==> config.mk <==
export PLATFORM = sky130hd
export DESIGN_NAME = core_seq_flat
export DESIGN_NICKNAME = d
export VERILOG_FILES = /design/src/rtl/core_pkg.sv /design/src/rtl/core_seq_if.sv /design/src/rtl/core_seq_req_timer.sv /design/src/rtl/core_seq.sv /design/src/flat_wrapper.sv
export SDC_FILE = /design/constraint.sdc
export NUM_CORES = 1
export LEC_CHECK = 0
export ABC_AREA = 0
export CAP_MARGIN = 15
export CORE_MARGIN = 2
export CORE_UTILIZATION = 40
export DETAILED_ROUTE_END_ITERATION = 8
export PLACE_DENSITY_LB_ADDON = 0.3
export SYNTH_ARGS = -nofsm -noshare
export SYNTH_HDL_FRONTEND = slang
export SYNTH_HIERARCHICAL = 1
export SYNTH_SLANG_ARGS = --single-unit
==> constraint.sdc <==
create_clock -name clk -period 3.54 [get_ports clk]
set_input_delay 0.885 -clock clk [delete_from_list [all_inputs] [get_ports clk]]
set_output_delay 0.885 -clock clk [all_outputs]
set_load 0.01 [all_outputs]
==> src/rtl/core_pkg.sv <==
// ============================================================================
// core_pkg : shared types, opcode constants and decode helpers for core_seq
// Revision : 1.0
// ============================================================================
`default_nettype none

package core_pkg;

    typedef enum logic [2:0] {
        S_FETCH  = 3'd0,
        S_DECODE = 3'd1,
        S_EXEC   = 3'd2,
        S_MEM    = 3'd3,
        S_WB     = 3'd4,
        S_TRAP   = 3'd5
    } seq_state_t;

    localparam logic [6:0] OP_R      = 7'b0110011;
    localparam logic [6:0] OP_I      = 7'b0010011;
    localparam logic [6:0] OP_LOAD   = 7'b0000011;
    localparam logic [6:0] OP_STORE  = 7'b0100011;
    localparam logic [6:0] OP_BRANCH = 7'b1100011;
    localparam logic [6:0] OP_JAL    = 7'b1101111;

    typedef enum logic [1:0] {
        TC_ILLEGAL      = 2'd0,
        TC_MISALIGN     = 2'd1,
        TC_IMEM_TIMEOUT = 2'd2,
        TC_DMEM_TIMEOUT = 2'd3
    } trap_cause_t;

    typedef enum logic [2:0] {
        CL_R       = 3'd0,
        CL_I       = 3'd1,
        CL_LOAD    = 3'd2,
        CL_STORE   = 3'd3,
        CL_BRANCH  = 3'd4,
        CL_JAL     = 3'd5,
        CL_ILLEGAL = 3'd6
    } instr_class_t;

    function automatic instr_class_t classify(input logic [6:0] opcode);
        instr_class_t cls;
        case (opcode)
            OP_R:      cls = CL_R;
            OP_I:      cls = CL_I;
            OP_LOAD:   cls = CL_LOAD;
            OP_STORE:  cls = CL_STORE;
            OP_BRANCH: cls = CL_BRANCH;
            OP_JAL:    cls = CL_JAL;
            default:   cls = CL_ILLEGAL;
        endcase
        return cls;
    endfunction

    // Unsigned variants (110/111) rely on the ALU having produced an unsigned lt.
    function automatic logic branch_taken(input logic [2:0] funct3,
                                          input logic       zero,
                                          input logic       lt);
        logic taken;
        case (funct3)
            3'b000:  taken = zero;
            3'b001:  taken = !zero;
            3'b100:  taken = lt;
            3'b101:  taken = !lt;
            3'b110:  taken = lt;
            3'b111:  taken = !lt;
            default: taken = 1'b0;
        endcase
        return taken;
    endfunction

endpackage

`default_nettype wire

==> src/rtl/core_seq_if.sv <==
// ============================================================================
// core_seq_if : instruction/data memory request-acknowledge handshakes
// Revision    : 1.0
// ============================================================================
`default_nettype none

interface core_seq_if #(
    parameter int XLEN = 32
);
    logic            imem_req;
    logic [XLEN-1:0] imem_addr;
    logic            imem_ack;
    logic [31:0]     imem_rdata;
    logic            dmem_req;
    logic            dmem_we;
    logic            dmem_ack;

    modport master (
        output imem_req, imem_addr, dmem_req, dmem_we,
        input  imem_ack, imem_rdata, dmem_ack
    );

    modport slave (
        input  imem_req, imem_addr, dmem_req, dmem_we,
        output imem_ack, imem_rdata, dmem_ack
    );
endinterface

`default_nettype wire

==> src/rtl/core_seq_req_timer.sv <==
// ============================================================================
// req_timer : 8-bit memory wait counter, shared by fetch and data accesses
// Revision  : 1.0
// ============================================================================
`default_nettype none

module req_timer #(
    parameter int TIMEOUT = 255
) (
    input  wire  clk,
    input  wire  rst,
    input  wire  clear,
    input  wire  enable,
    output logic expired
);
    // The counter holds the number of completed wait cycles, so it reaches
    // LIMIT during the TIMEOUT-th consecutive request cycle.
    localparam logic [7:0] LIMIT = 8'(TIMEOUT - 1);

    logic [7:0] r_count;

    always_ff @(posedge clk or negedge rst) begin
        if (!rst) begin
            r_count <= 8'd0;
        end else if (clear) begin
            r_count <= 8'd0;
        end else if (enable && (r_count != LIMIT)) begin
            r_count <= r_count + 8'd1;
        end
    end

    assign expired = (r_count == LIMIT);

endmodule

`default_nettype wire

==> src/rtl/core_seq.sv <==
// ============================================================================
// core_seq : multi-cycle RV32 sequencer owning PC/IR and memory handshakes
// Revision : 1.0
// ============================================================================
`default_nettype none

module core_seq
    import core_pkg::*;
#(
    parameter int              XLEN     = 32,
    parameter logic [XLEN-1:0] RESET_PC = '0,
    parameter int              TIMEOUT  = 255
) (
    input  wire             clk,
    input  wire             rst,
    input  wire             halt,
    core_seq_if.master      mem,
    output logic [31:0]     ir,
    input  wire  [XLEN-1:0] imm,
    input  wire             alu_zero,
    input  wire             alu_lt,
    output logic            alu_en,
    output logic            rf_we,
    output logic [XLEN-1:0] pc,
    output logic            retire,
    output logic            trap,
    output logic [1:0]      trap_cause
);

    seq_state_t      r_state;
    seq_state_t      w_state_next;
    logic            r_fetch_pend;
    logic [XLEN-1:0] r_jal_target;

    instr_class_t    w_class;
    logic [2:0]      w_f3;
    logic [XLEN-1:0] w_pc_plus4;
    logic [XLEN-1:0] w_target;
    logic            w_target_misaligned;
    logic            w_fetch_active;
    logic            w_mem_active;
    logic            w_req_any;
    logic            w_ack_any;
    logic            w_timer_clear;
    logic            w_expired;

    logic            w_pc_load;
    logic [XLEN-1:0] w_pc_next;
    logic            w_ir_load;
    logic            w_jal_load;
    logic            w_trap_set;
    trap_cause_t     w_cause;

    assign w_class             = classify(ir[6:0]);
    assign w_f3                = ir[14:12];
    assign w_pc_plus4          = pc + XLEN'(4);
    assign w_target            = pc + imm;
    assign w_target_misaligned = |w_target[1:0];

    // Halt only suppresses a new fetch; an issued request is held to completion.
    assign w_fetch_active = (r_state == S_FETCH) && (r_fetch_pend || !halt);
    assign w_mem_active   = (r_state == S_MEM);
    assign w_req_any      = w_fetch_active || w_mem_active;
    assign w_ack_any      = (w_fetch_active && mem.imem_ack) ||
                            (w_mem_active && mem.dmem_ack);
    assign w_timer_clear  = !w_req_any || w_ack_any;

    // rst gating makes the fetch request fall immediately on reset assertion.
    assign mem.imem_req  = rst && w_fetch_active;
    assign mem.imem_addr = pc;
    assign mem.dmem_req  = w_mem_active;
    assign mem.dmem_we   = w_mem_active && (w_class == CL_STORE);

    req_timer #(
        .TIMEOUT (TIMEOUT)
    ) u_req_timer (
        .clk     (clk),
        .rst     (rst),
        .clear   (w_timer_clear),
        .enable  (w_req_any),
        .expired (w_expired)
    );

    always_comb begin
        w_state_next = r_state;
        alu_en       = 1'b0;
        rf_we        = 1'b0;
        retire       = 1'b0;
        w_pc_load    = 1'b0;
        w_pc_next    = w_pc_plus4;
        w_ir_load    = 1'b0;
        w_jal_load   = 1'b0;
        w_trap_set   = 1'b0;
        w_cause      = TC_ILLEGAL;

        case (r_state)
            S_FETCH: begin
                if (w_fetch_active) begin
                    // An ack in the limit cycle takes priority over the timeout.
                    if (mem.imem_ack) begin
                        w_ir_load    = 1'b1;
                        w_state_next = S_DECODE;
                    end else if (w_expired) begin
                        w_trap_set = 1'b1;
                        w_cause    = TC_IMEM_TIMEOUT;
                    end
                end
            end

            S_DECODE: begin
                if ((w_class == CL_ILLEGAL) ||
                    ((w_class == CL_BRANCH) && (w_f3[2:1] == 2'b01))) begin
                    w_trap_set = 1'b1;
                    w_cause    = TC_ILLEGAL;
                end else begin
                    w_state_next = S_EXEC;
                end
            end

            S_EXEC: begin
                alu_en = 1'b1;
                case (w_class)
                    CL_R, CL_I:        w_state_next = S_WB;
                    CL_LOAD, CL_STORE: w_state_next = S_MEM;
                    CL_BRANCH: begin
                        if (branch_taken(w_f3, alu_zero, alu_lt)) begin
                            if (w_target_misaligned) begin
                                w_trap_set = 1'b1;
                                w_cause    = TC_MISALIGN;
                            end else begin
                                w_pc_load    = 1'b1;
                                w_pc_next    = w_target;
                                retire       = 1'b1;
                                w_state_next = S_FETCH;
                            end
                        end else begin
                            w_pc_load    = 1'b1;
                            retire       = 1'b1;
                            w_state_next = S_FETCH;
                        end
                    end
                    CL_JAL: begin
                        if (w_target_misaligned) begin
                            w_trap_set = 1'b1;
                            w_cause    = TC_MISALIGN;
                        end else begin
                            w_jal_load   = 1'b1;
                            w_state_next = S_WB;
                        end
                    end
                    default: begin
                        w_trap_set = 1'b1;
                        w_cause    = TC_ILLEGAL;
                    end
                endcase
            end

            S_MEM: begin
                if (mem.dmem_ack) begin
                    if (w_class == CL_STORE) begin
                        w_pc_load    = 1'b1;
                        retire       = 1'b1;
                        w_state_next = S_FETCH;
                    end else begin
                        w_state_next = S_WB;
                    end
                end else if (w_expired) begin
                    w_trap_set = 1'b1;
                    w_cause    = TC_DMEM_TIMEOUT;
                end
            end

            S_WB: begin
                rf_we        = 1'b1;
                retire       = 1'b1;
                w_pc_load    = 1'b1;
                w_pc_next    = (w_class == CL_JAL) ? r_jal_target : w_pc_plus4;
                w_state_next = S_FETCH;
            end

            S_TRAP: begin
                w_state_next = S_TRAP;
            end

            default: begin
                w_state_next = S_FETCH;
            end
        endcase

        if (w_trap_set) begin
            w_state_next = S_TRAP;
        end
    end

    always_ff @(posedge clk or negedge rst) begin
        if (!rst) begin
            r_state      <= S_FETCH;
            pc           <= RESET_PC;
            ir           <= 32'd0;
            trap         <= 1'b0;
            trap_cause   <= 2'd0;
            r_fetch_pend <= 1'b0;
            r_jal_target <= '0;
        end else begin
            r_state      <= w_state_next;
            r_fetch_pend <= w_fetch_active && !mem.imem_ack && !w_expired;
            if (w_pc_load) begin
                pc <= w_pc_next;
            end
            if (w_ir_load) begin
                ir <= mem.imem_rdata;
            end
            if (w_jal_load) begin
                r_jal_target <= w_target;
            end
            if (w_trap_set) begin
                trap       <= 1'b1;
                trap_cause <= w_cause;
            end
        end
    end

endmodule

`default_nettype wire
==> src/flat_wrapper.sv <==
// flat-port wrapper written by rule: the top's interface ports become plain ports
module core_seq_flat import core_pkg::*;
#(
    parameter int              XLEN     = 32,
    parameter logic [XLEN-1:0] RESET_PC = '0,
    parameter int              TIMEOUT  = 255
)
  (clk, rst, halt, ir, imm, alu_zero, alu_lt, alu_en, rf_we, pc, retire, trap, trap_cause, mem_imem_req, mem_imem_addr, mem_dmem_req, mem_dmem_we, mem_imem_ack, mem_imem_rdata, mem_dmem_ack);
  core_seq_if #(.XLEN(XLEN)) mem_i ();
  input  wire clk;
  input  wire rst;
  input  wire halt;
  output logic [31:0] ir;
  input  wire  [XLEN-1:0] imm;
  input  wire alu_zero;
  input  wire alu_lt;
  output logic alu_en;
  output logic rf_we;
  output logic [XLEN-1:0] pc;
  output logic retire;
  output logic trap;
  output logic [1:0] trap_cause;
  output wire logic [$bits(mem_i.imem_req)-1:0] mem_imem_req;
  output wire logic [$bits(mem_i.imem_addr)-1:0] mem_imem_addr;
  output wire logic [$bits(mem_i.dmem_req)-1:0] mem_dmem_req;
  output wire logic [$bits(mem_i.dmem_we)-1:0] mem_dmem_we;
  input wire logic [$bits(mem_i.imem_ack)-1:0] mem_imem_ack;
  input wire logic [$bits(mem_i.imem_rdata)-1:0] mem_imem_rdata;
  input wire logic [$bits(mem_i.dmem_ack)-1:0] mem_dmem_ack;
  assign mem_imem_req = mem_i.imem_req;
  assign mem_imem_addr = mem_i.imem_addr;
  assign mem_dmem_req = mem_i.dmem_req;
  assign mem_dmem_we = mem_i.dmem_we;
  assign mem_i.imem_ack = mem_imem_ack;
  assign mem_i.imem_rdata = mem_imem_rdata;
  assign mem_i.dmem_ack = mem_dmem_ack;
  core_seq #(.XLEN(XLEN), .RESET_PC(RESET_PC), .TIMEOUT(TIMEOUT)) u_core (.clk(clk), .rst(rst), .halt(halt), .mem(mem_i), .ir(ir), .imm(imm), .alu_zero(alu_zero), .alu_lt(alu_lt), .alu_en(alu_en), .rf_we(rf_we), .pc(pc), .retire(retire), .trap(trap), .trap_cause(trap_cause));
endmodule
# Word-level counts from Yosys, hierarchy flattened
# Cells that the tools add are included.
# totals
memories,0
romBits,0
input_bits,71
register_bits,111
elab_cells,127
ram_bits,0
latchBits,0
# classes
n_addsub,3
n_shift,0
eq_ne,32
bitwise_logic,0
n_lt_le_gt_ge,0
div_mod_pow,0
mux,53
reduce_logical,31
n_mul,0
# op_table
op,n
$mux W32,4
$pmux W32 S2,1
$add A32 B3 Y32 const B,1
$add A32 B32 Y32,1
$eq A3 B3 Y1 const B,9
$mux W3,9
$mux W1,22
$pmux W3 S6,1
$mux W8,2
$pmux W3 S5,1
$eq A7 B6 Y1 const B,2
$eq A7 B7 Y1 const B,2
$eq A3 B2 Y1 const B,4
$mux W2,6
$pmux W3 S4,1
$reduce_or A2 Y1,5
$eq A3 B1 Y1 const B,3
$logic_and A1 B1 Y1,9
$logic_not A3 Y1,3
$add A8 B1 Y8 const B,1
$eq A8 B8 Y1 const B,1
$ne A8 B8 Y1 const B,1
$pmux W1 S4,2
$eq A7 B2 Y1 const B,1
other kinds (16),27

# Longest topological paths before layout
# Gate-level depths: netlist (run 1).
# depth
word_depth,10
ltp_mapped,11
depth_no_buf,11

# Modules after synthesis
# Netlist (run 1), hierarchy kept.
# by_module_without_submodules
mod,area_per_inst_um2,cells_each,n_inst,seq_area_each_um2
core_seq,6989.2,765,1,2577.5
req_timer,495.5,53,1,200.2

# Worst setup path before layout (run 1)
# No wires, ideal clock.
# synth_path
kind,input -> output
start,input port imm[0]
end,output port retire
setup_slack_ns,0.186
path_stages,7
arrival_time_ns,2.469
cell_sequence,ha_1 fa_1 nor2_1 nor2_1 o31a_1 clkinv_1 clkbuf_1
# synth_between
elab_chain_len,6
# synth_lines
item,line,rtl
from (decl),flat_wrapper.sv:14,input wire [XLEN-1:0] imm;
$add A32 B32 Y32,core_seq.sv:57,assign w_target = pc + imm;
named net u_core.w_target[1],core_seq.sv:38,logic [XLEN-1:0] w_target;
$reduce_or A2 Y1,core_seq.sv:58,assign w_target_misaligned = |w_target[1:0];
$mux W1,core_seq.sv:127,if (w_target_misaligned) begin
$mux W1,core_seq.sv:126,"if (branch_taken(w_f3, alu_zero, alu_lt)) begin"
$mux W1,core_seq.sv:122,case (w_class)
$pmux W1 S3,core_seq.sv:96,case (r_state)
to (decl),flat_wrapper.sv:20,output logic retire;
# The timed path passes the listed nets, and every way through them passes these cells.

# Final worst setup path (run 1)
# layout_path
start,input port imm[1]
end,register u_core.r_jal_target[31]
# layout_between
elab_chain_len,5
# layout_lines
item,line,rtl
$add A32 B32 Y32 *,core_seq.sv:57,
$reduce_or A2 Y1,core_seq.sv:58,
$mux W1,core_seq.sv:143,if (w_target_misaligned) begin
$mux W1,core_seq.sv:122,
$mux W1,core_seq.sv:96,
to (signal assigned),core_seq.sv:214,r_jal_target <= w_target;
to (decl),core_seq.sv:33,logic [XLEN-1:0] r_jal_target;
# Every way passes the cells marked *; elsewhere a longest branch is shown, timed or not.
# A chain may end at the register's enable or synchronous reset.

==> results of run 1 <==
[state kept, by name, summed over array words and instances, names as in the netlist]
name and flops:
u_core/trap 1, u_core/r_jal_target 32, u_core/r_state 3, u_core/mem.imem_addr 32, u_core/trap_cause 2, u_core/r_fetch_pend 1
u_core/ir 32, u_core/u_req_timer/r_count 8
[stage by stage]
step           hold WS [ns]  total power [W]  setup slack [ns]  cell area, sq um
2_1_floorplan         0.430          0.00420             0.186              7480
3_5_place_dp          0.446          0.00596            -0.504              9830
3_3_place_gp          0.452          0.00590            -0.502              9830
5_1_grt               0.494          0.00762            0.0184             10200
4_1_cts               0.470          0.00713            0.0502             10200
6_report              0.471          0.00711             0.110             10200
[worst max-delay path: cells and delay by family]
family / cells / cell delay (ns)
simple gates: 1 / 0.19
buf+inv: 3 / 0.76
xor+xnor: 1 / 0.19
fa+ha+maj: 1 / 0.27
compound gates: 7 / 1.36
[worst paths after layout]
kind | endpoint | slack (ns) | depth (start not counted)
max | u_core/r_jal_target[31] | 0.11 | 13
min in group asynchronous | u_core/r_jal_target[15] | 0.70 | 2
min reg2reg | u_core/mem.imem_addr[0] | 0.47 | 2
max in group asynchronous | u_core/r_jal_target[21] | 1.51 | 3
min | u_core/mem.imem_addr[0] | 0.47 | 2
max reg2reg | u_core/mem.imem_addr[28] | 0.44 | 11
[final cells by class]
cell class                 count  share of cell area
clock buffer                  11              0.0248
clock inverter                 5             0.00774
inverter                      19             0.00713
multi-input combinational    627               0.422
sequential                   111               0.273
tap                          234              0.0287
timing repair buffer         260               0.237
[kinds of logic (layout without fill, tap and decap cells)]
group | count (synthesis) | in the layout
buf+inv | 80 | 295
fa+ha+maj | 35 | 35
simple gates | 256 | 256
compound gates | 231 | 231
xor+xnor | 51 | 51
mux | 54 | 54
flops | 111 | 111
[routing by layer]
| metal | up-vias | part of all wire | GRT usage |
|---|---|---|---|
| met4 | 0 | 0.011 | 0.0474 |
| met2 | 161 | 0.49 | 0.371 |
| li1 | 3381 | - | - |
| met1 | 3379 | 0.45 | 0.288 |
| met3 | 17 | 0.044 | 0.0343 |
| met5 | - | 0 | 0 |
[placed cells by master, fill, tap and decap left out, drive strengths merged, types with 4 or more instances in the layout]
| cell | instances |
|---|---|
| mux2 | 53 |
| nor3 | 18 |
| a21o | 29 |
| o21a | 11 |
| nor3b | 5 |
| inv | 19 |
| o22a | 5 |
| nand3 | 29 |
| a211oi | 6 |
| a21oi | 60 |
| buf | 87 |
| o311ai | 5 |
| nand4 | 12 |
| xnor2 | 24 |
| a221oi | 16 |
| clkbuf | 11 |
| xor2 | 27 |
| and4 | 6 |
| a31oi | 12 |
| dfrtp | 111 |
| o31ai | 6 |
| nand2b | 4 |
| a221o | 4 |
| nor2 | 64 |
| o21ai | 45 |
| a21boi | 5 |
| a22oi | 8 |
| clkdlybuf4s50 | 172 |
| ha | 34 |
| or3 | 8 |
| nor2b | 12 |
| and2 | 6 |
| and3 | 14 |
| nand2 | 72 |
[power breakdown]
group	leakage [nW]	switching, W	internal (W)	total (W)
Sequential	1.40	0.000368	0.00159	0.00196
Combinational	2.92	0.00192	0.00210	0.00401
Clock	0.166	0.000473	0.000660	0.00113
[timing repair]
action                     in CTS  in global routing
setup buffers                   0                  0
gates cloned                    0                  0
setup endpoints to repair       3                 12
pin swaps                       4                  0
resized for setup               8                  5
==> metrics.md, run 1 <==
| Metric | Value |
|---|---|
| Status | complete, no violations |
| Final Setup Violations | 0 |
| Total track usage | 0.216 |
| WL/cell | 16.7 microns |
| Setup TNS | 0 ns |
| Net Count, Synth | 924 |
| Max Clock Freq | 292 MHz |
| Syn-to-layout area delta | 36.1% |
| Sequential area share after synthesis | 0.371 |
| Mux contribution to synthesized area | 0.0816 |
| Required time worst endpoint | 3.77 ns |
| Layout cell share with drive strength beyond 1 | 0.164 |
| Rows | 50 |
| Slew @ Worst Pin | 0.857 ns |
| Power Density | 698 nW/um^2 |
| Post-synthesis instance area | 7480 sq um |
| Synth area leaders | dfrtp_1, mux2_2, ha_1 |
| Detailed-route via count | 6938 |
| Die W | 141 microns |
| HP Class | register to register |
| Yosys top cell area share | 0.371 |
| Worst setup path start | imm[1] |
| Count of state elements after synthesis | 111 |
| Fin cells | 1267 |
| CTS buffer count | 9 |
| Multi-input logic area | 4300 sq um |
| Post-Synth Simple-Gate Area | 0.166 |
| Initial Util | 0.404 |
| Clock transition at path regs | 0.07 ns |
| Inserted Diodes | 0 |
| Worst path max stage delay | 0.44 ns |
| Worst Path Arrival | 3.66 ns |
| Number of global-route vias before repair | 6701 |
| Kind of critical path | input port to register |
| Storage element area | 2780 sq um |
| Critical Path Fanout Max | 5 |
| Synth Area in Compound Gates | 0.204 |
| EDFF count, synth | 0 |
| VDD IR max | 0.323 mV |
| Area leader, netlist | dfrtp_1 |
| Die height | 141 microns |
| Largest net degree at the start of global routing | 64 |
| Max-slew headroom | 0.429 |
| Max Root-Sink Buffers | 2 |
| GRT overflow | 0 |
| Clock sink total | 111 |
| Remaining antenna violation count | 0 |
| Largest family of logic cells by synthesized area | compound AO/OA/AOI/OAI gates |
| Drt drc | 0 |
| Max H-tree Level | 3 |
| Mean post-synth cell area | 9.15 sq um |
| Max-Cap Viols | 0 |
| Post-DP HPWL | 15700 microns |
| Pre-antenna DRT Iters | 5 |
| Most frequent cells after synthesis | dfrtp_1, nand2_1, nor2_1 |
| Port bufs | 175 |
| Top-Level Pins | 176 |
| Antenna violations before repair | 0 |
| Critical path cell sequence | clkdlybuf4s50_1, buf_4, ha_1, a21oi_1, nand4b_1, a21boi_2, a21o_1, a31oi_2, o31ai_1, buf_4, o31ai_1, xnor2_1, o21ai_0 |
| Number of fill cells | 1715 |
| GP Congestion | 0.880 |
| Starting DRT DRC Count | 438 |
| Top_reg_cell synth | dfrtp_1 |
| CORE AREA | 18500 sq um |
| Gate Count Post-Synth | 818 |
| Synth warn | 6 |
| Worst Skew | 0.00719 ns |
| Final Util | 0.550 |
| Minimum clock period | 3.43 ns |
| Area share of xor/xnor cells in the synthesized design | 0.0597 |
| Post-Synth Adder-Cell Area | 0.0595 |
| CP endpoint kind | register |
| NumNets Final | 1134 |
| Root Driver | clkbuf_16 |
| CP max stage cell | clkdlybuf4s50_1 |
| Setup crit start kind | input port |
| CTS tree | yes |
| Routed WL | 21200 microns |
| Hold Vio Cnt, Final | 0 |
| Hold Buf Count CTS | 0 |
| Die ar. | 19800 sq um |
| Placed cells | 1251 |
| Post-route clock period utilization | 0.969 |
| RSZ-0062 raised after global routing | false |
| Post-synth ARST share | 1.00 |
| Drt via density | 5.48 |
| Count leader, synth | dfrtp_1 |
| Final slew viol count | 0 |
| Static Leak | 4.49 nW |
| Clock latency on the worst-skew pair | 0.36 ns |
| First-pass GRT wire length | 34500 microns |
| Worst R2R Start | u_core/mem.imem_addr[0] |
| Unique masters post-synth | 67 |
| Hold Crit Start | u_core/r_jal_target[0] |
Power figures use the tool's default switching activity.
==> inputs of run 2 (changes only) <==
CORE_ASPECT_RATIO = 1.1   (was unset)
CTS_CLUSTER_SIZE = 24   (was unset)
==> metrics.md, run 2 (same netlist as run 1, synthesis figures left out) <==
| Metric | Value |
|---|---|
| R2r setup slk | 0.61 ns (was 0.44 ns) |
| Setup crit start kind | input port (unchanged) |
| WL/cell | 16.7 microns (about the same) |
| CORE AREA | 18300 sq um (was 18500 sq um) |
| Pre-antenna DRT Iters | 5 (unchanged) |
| Post-route cell area | 10200 sq um (about the same) |
| Critical Path Fanout Max | 2 (was 5) |
| Rows | 52 (was 50) |
| Minimum clock period | 3.43 ns (about the same) |
| Inserted Diodes | 0 (unchanged) |
| Final Util | 0.555 (was 0.550) |
| HP Class | register to register (unchanged) |
| Drt drc | 0 (unchanged) |
| Hold Vio Cnt, Final | 0 (unchanged) |
| Required time worst endpoint | 2.65 ns (was 3.77 ns) |
| Total track usage | 0.215 (was 0.216) |
| R2r worst-path depth | 9 (was 11) |
| Max-Cap Viols | 0 (unchanged) |
| Most frequent cells in the layout | clkdlybuf4s50_1, dfrtp_1, buf_4 (unchanged) |
| GP Congestion | 0.846 (was 0.880) |
| Power Density | 693 nW/um^2 (was 698 nW/um^2) |
| Kind of critical path | input port to output port (was input port to register) |
| Worst Skew | 0.00914 ns (was 0.00719 ns) |
| Post-DP HPWL | 15800 microns (was 15700 microns) |
| Most common cell after layout, fill and taps aside | clkdlybuf4s50_1 (unchanged) |
| Logic pwr share | 0.579 (was 0.565) |
| Final Setup Violations | 0 (unchanged) |
| Hold Buf Count CTS | 0 (unchanged) |
| Clock sink total | 111 (unchanged) |
| CP max stage cell | clkdlybuf4s50_1 (unchanged) |
| CTS buffer count | 9 (unchanged) |
| Clock latency on the worst-skew pair | 0.35 ns (was 0.36 ns) |
| Worst Path Arrival | 2.55 ns (was 3.66 ns) |
| Placed Area | 9830 sq um (about the same) |
| Worst R2R Start | u_core/mem.imem_addr[19] (was u_core/mem.imem_addr[0]) |
| Die ar. | 19800 sq um (about the same) |
| Post-Place Setup Slack | -0.463 ns (was -0.504 ns) |
| Status | complete, no violations (unchanged) |
| Top-Level Pins | 176 (unchanged) |
| Port bufs | 175 (unchanged) |
| Final slew viol count | 0 (unchanged) |
| First-pass GRT wire length | 34600 microns (was 34500 microns) |
| Max-slew headroom | 0.502 (was 0.429) |
| Int Pwr | 0.00425 W (was 0.00435 W) |
| Detailed-route via count | 6912 (was 6938) |
| Post-route clock period utilization | 0.970 (was 0.969) |
| Root Driver | clkbuf_16 (unchanged) |
| Critical path cell sequence | clkdlybuf4s50_1, fa_2, nor2_2, nor2_1, o31a_1, clkinv_2, buf_6 (was clkdlybuf4s50_1, buf_4, ha_1, a21oi_1, nand4b_1, a21boi_2, a21o_1, a31oi_2, o31ai_1, buf_4, o31ai_1, xnor2_1, o21ai_0) |
| Max Root-Sink Buffers | 2 (unchanged) |
| Final worst setup slack | 0.108 ns (was 0.110 ns) |
| Slew @ Worst Pin | 0.747 ns (was 0.857 ns) |
| Routed WL | 21300 microns (was 21200 microns) |
| Syn-to-layout area delta | 36.0% (was 36.1%) |
| Initial Util | 0.408 (was 0.404) |
| Starting DRT DRC Count | 427 (was 438) |
| CP endpoint | retire (was u_core/r_jal_target[31]) |
| Number of global-route vias before repair | 6845 (was 6701) |
| VDD IR max | 0.382 mV (was 0.323 mV) |
| Clock share of power | 0.143 (was 0.159) |
| Max Clock Freq | 291 MHz (was 292 MHz) |
| NumNets Final | 1134 (unchanged) |
| Antenna violations before repair | 0 (unchanged) |
| Worst setup path start | imm[1] (unchanged) |
| CTS tree | yes (unchanged) |
| R2R Path End | u_core/mem.imem_addr[30] (was u_core/mem.imem_addr[28]) |
| Sw Share | 0.397 (was 0.388) |
| Number of fill cells | 1713 (was 1715) |
| RSZ-0062 raised after global routing | false (unchanged) |
| CP endpoint kind | output port (was register) |
| Clock transition at path regs | 0.06 ns (was 0.07 ns) |
| Worst path max stage delay | 0.52 ns (was 0.44 ns) |
| Max H-tree Level | 3 (unchanged) |
| Sequential share of power | 0.278 (was 0.276) |
| Hold Worst Slack | 0.474 ns (was 0.471 ns) |
| Net load switching power | 0.00280 W (was 0.00276 W) |
| Die W | 134 microns (was 141 microns) |
| GRT overflow | 0 (unchanged) |
| Drt via density | 5.42 (was 5.48) |
| Remaining antenna violation count | 0 (unchanged) |
| Largest net degree at the start of global routing | 59 (was 64) |
| Static Leak | 4.47 nW (was 4.49 nW) |
| Layout cell share with drive strength beyond 1 | 0.167 (was 0.164) |
| Die height | 147 microns (was 141 microns) |
[run 2: changes by cell type in the layout (fill, tap and decap cells not counted), moves of 2 or more]
cell and delta:
a21oi_1 -2, a21oi_2 +2, clkbuf_1 +2, clkbuf_8 -2, clkinvlp_4 +2, nand2_1 -2
nand2_2 +2, nor2_1 -2, nor2_2 +2, nor3b_2 -2
[run 2: layout make-up]
type,instances,area [sq um],share of cell area
multi-input cells,627,4320,0.424
flip-flops and latches,111,2780,0.273
repair buffers,260,2420,0.237
well taps,243,304,0.0299
clock buffers,11,233,0.0229
inverters,19,72.6,0.00713
clock inverters,5,58.8,0.00578
[run 2: layer usage]
metal  vias up  track usage  share of wire
met5         -            0              0
met4         0       0.0632          0.017
met3        29       0.0226          0.037
met2       146        0.377           0.51
met1      3343        0.280           0.44
li1       3394            -              -
[run 2: what timing repair did]
action	4_1_cts	5_1_grt
pin swaps	4	7
hold endpoints to repair	0	0
setup endpoints to repair	3	20
resized for setup	9	10
gates cloned	0	0
buffers inserted	2	0
[run 2: critical path, delay by kind of cell]
family,cells,cell delay [ns]
AND/OR/NAND/NOR,2,0.19
AO/OA/AOI/OAI,1,0.30
adder cells (fa/ha/maj),1,0.45
buffers and inverters,3,0.71
[run 2: worst min path at each step]
stage	startpoint	end	slack [ns]	cells past startpoint
after floorplan	u_core/r_jal_target[0]	u_core/mem.imem_addr[0]	0.43	2
after global routing	u_core/r_jal_target[0]	u_core/mem.imem_addr[0]	0.50	2
final	u_core/r_jal_target[0]	u_core/mem.imem_addr[0]	0.47	2
after CTS	u_core/r_jal_target[0]	u_core/mem.imem_addr[0]	0.47	2
after global placement	u_core/r_jal_target[1]	u_core/mem.imem_addr[1]	0.45	2
after detailed placement	u_core/r_jal_target[0]	u_core/mem.imem_addr[0]	0.45	2
[run 2: metrics by stage]
step                TNS (ns)  instances  total power, W
floorplan                  0        818         0.00420
global placement       -5.38       1258         0.00593
detailed placement     -6.78       1258         0.00599
CTS                        0       1276         0.00706
global route               0       1276         0.00753
finish                     0       1276         0.00705
[run 2: power by group through the flow]
stage	clock, W	sequential [W]	combinational, W
6_report	0.00101	0.00196	0.00408
5_1_grt	0.00109	0.00202	0.00443
4_1_cts	0.00104	0.00196	0.00406
3_5_place_dp	0	0.00198	0.00401
3_3_place_gp	0	0.00197	0.00397
2_1_floorplan	0	0.00207	0.00213
==> inputs of run 3 (changes only) <==
clock period = 3.5 ns   (was 3.54 ns; I/O delays follow)
==> metrics.md, run 3 (same netlist as run 1, synthesis figures left out) <==
| Metric | Value |
|---|---|
| Crit path max-delay family | buffers and inverters (unchanged) |
| Critical path cell sequence | clkdlybuf4s50_1, fa_2, nor2_2, nor2_1, o31a_1, clkinv_2, buf_6 (unchanged) |
| Layout cell share with drive strength beyond 1 | 0.173 (was 0.167) |
| First-pass GRT wire length | 34400 microns (was 34600 microns) |
| Most frequent cells in the layout | clkdlybuf4s50_1, dfrtp_1, buf_4 (unchanged) |
| Final slew viol count | 0 (unchanged) |
| Int Pwr | 0.00435 W (was 0.00425 W) |
| Number of fill cells | 1677 (was 1713) |
| Number of global-route vias before repair | 6834 (was 6845) |
| Clock sink total | 111 (unchanged) |
| Worst Skew | 0.00783 ns (was 0.00914 ns) |
| Port bufs | 175 (unchanged) |
| Die height | 147 microns (unchanged) |
| Kind of critical path | input port to output port (unchanged) |
| Initial Util | 0.408 (unchanged) |
| Final Util | 0.558 (was 0.555) |
| Routed WL | 21400 microns (was 21300 microns) |
| Clock transition at path regs | 0.07 ns (was 0.06 ns) |
| Post-route clock period utilization | 0.975 |
| Post-DP HPWL | 15900 microns (was 15800 microns) |
| Worst path max stage delay | 0.53 ns (was 0.52 ns) |
| GP Congestion | 0.855 (was 0.846) |
| CORE AREA | 18300 sq um (unchanged) |
| Rows | 52 (unchanged) |
| Die ar. | 19800 sq um (unchanged) |
| Power Density | 703 nW/um^2 (was 693 nW/um^2) |
| Logic pwr share | 0.577 (was 0.579) |
| NumNets Final | 1140 (was 1134) |
| Minimum clock period | 3.41 ns |
| Max H-tree Level | 3 (unchanged) |
| Top-Level Pins | 176 (unchanged) |
| Clock latency on the worst-skew pair | 0.36 ns (was 0.35 ns) |
| Total power | 0.00720 W (was 0.00705 W) |
| Max Root-Sink Buffers | 2 (unchanged) |
| Starting DRT DRC Count | 393 (was 427) |
| Setup crit start kind | input port (unchanged) |
| CP Buf/Inv Count | 3 (unchanged) |
| HP Class | register to register (unchanged) |
| Sw Share | 0.396 (was 0.397) |
| VDD IR max | 0.380 mV (was 0.382 mV) |
| Detailed-route via count | 6979 (was 6912) |
| Max-slew headroom | 0.414 (was 0.502) |
| Status | complete, no violations (unchanged) |
| CTS tree | yes (unchanged) |
| Total track usage | 0.215 (about the same) |
| Syn-to-layout area delta | 36.8% (was 36.0%) |
| Drt drc | 0 (unchanged) |
| Sequential share of power | 0.274 (was 0.278) |
| GRT overflow | 0 (unchanged) |
| Die W | 134 microns (unchanged) |
| Hold Vio Cnt, Final | 0 (unchanged) |
| CTS buffer count | 9 (unchanged) |
| RSZ-0062 raised after global routing | false (unchanged) |
| Final Setup Violations | 0 (unchanged) |
| CP endpoint kind | output port (unchanged) |
| Max-Cap Viols | 0 (unchanged) |
| Clock share of power | 0.149 (was 0.143) |
| Worst Path Arrival | 2.54 ns (was 2.55 ns) |
| Static Leak | 4.51 nW (was 4.47 nW) |
| Critical Path Fanout Max | 2 (unchanged) |
| Net load switching power | 0.00286 W (was 0.00280 W) |
| Hold Buf Count CTS | 0 (unchanged) |
| Antenna violations before repair | 1 (was 0) |
| Required time worst endpoint | 2.62 ns (was 2.65 ns) |
| WL/cell | 16.7 microns (about the same) |
| Drt via density | 5.44 (was 5.42) |
| CP max stage cell | clkdlybuf4s50_1 (unchanged) |
| Fin cells | 1283 (was 1276) |
| Max Clock Freq | 293 MHz |
| Slew @ Worst Pin | 0.878 ns (was 0.747 ns) |
| Placed cells | 1263 (was 1258) |
| Root Driver | clkbuf_16 (unchanged) |
| Largest net degree at the start of global routing | 69 (was 59) |
| Pre-antenna DRT Iters | 5 (unchanged) |
| Setup TNS | 0 ns (unchanged) |
| Remaining antenna violation count | 0 (unchanged) |
| Most common cell after layout, fill and taps aside | clkdlybuf4s50_1 (unchanged) |
[run 3: final timing paths]
path / endpoint / cells past startpoint / startpoint / slack (ns)
setup / recovery: retire / 7 / imm[1] / 0.09
hold / removal: u_core/mem.imem_addr[0] / 2 / u_core/r_jal_target[0] / 0.47
setup reg to reg: u_core/mem.imem_addr[17] / 11 / u_core/mem.imem_addr[0] / 0.54
hold reg to reg: u_core/mem.imem_addr[0] / 2 / u_core/r_jal_target[0] / 0.47
max in group asynchronous: u_core/mem.imem_addr[17] / 3 / rst / 1.60
min in group asynchronous: u_core/ir[23] / 2 / rst / 0.61
[run 3: per-layer routing]
| metal | GRT usage | share of wire | up-vias | wire, microns |
|---|---|---|---|---|
| met4 | 0.0811 | 0.024 | 0 | 522 |
| li1 | - | - | 3393 | - |
| met1 | 0.277 | 0.43 | 3360 | 9260 |
| met3 | 0.0206 | 0.042 | 37 | 893 |
| met2 | 0.373 | 0.50 | 189 | 10700 |
| met5 | 0 | 0 | - | 0 |
[run 3: stage by stage]
| stage | hold WS (ns) | setup slack (ns) | cell area [sq um] |
|---|---|---|---|
| 6_report | 0.468 | 0.0863 | 10200 |
| 3_5_place_dp | 0.452 | -0.481 | 9860 |
| 2_1_floorplan | 0.430 | 0.166 | 7480 |
| 5_1_grt | 0.498 | 0.0329 | 10200 |
| 4_1_cts | 0.474 | 0.0315 | 10200 |
| 3_3_place_gp | 0.445 | -0.465 | 9860 |
[run 3: timing repair]
| item | in CTS | in global routing |
|---|---|---|
| gates resized for setup | 11 | 8 |
| pin swaps | 5 | 6 |
| gates cloned | 0 | 0 |
| buffers inserted | 2 | 1 |
| setup endpoints to repair | 5 | 22 |
[run 3: layout make-up]
class,count,area [sq um],area share
Multi-Input combinational cell,627,4320,0.421
Sequential cell,111,2780,0.271
Timing Repair Buffer,266,2460,0.240
Tap cell,243,304,0.0297
Clock buffer,10,239,0.0233
Inverter,19,72.6,0.00709
Clock inverter,6,68.8,0.00672
Antenna cell,1,2.50,0.000244
[run 3: worst min-delay path, cell delays in order (launching register included)]
cell	delay (ns)
dfrtp_1	0.35
nand2_1	0.05
nand2_1	0.04
[run 3: power by group through the flow]
stage                     combinational, W  sequential (W)  clock [W]
after CTS                          0.00414         0.00197    0.00110
after global routing               0.00451         0.00203    0.00115
final                              0.00416         0.00197    0.00107
after global placement             0.00404         0.00198          0
after detailed placement           0.00408         0.00199          0
after floorplan                    0.00216         0.00209          0
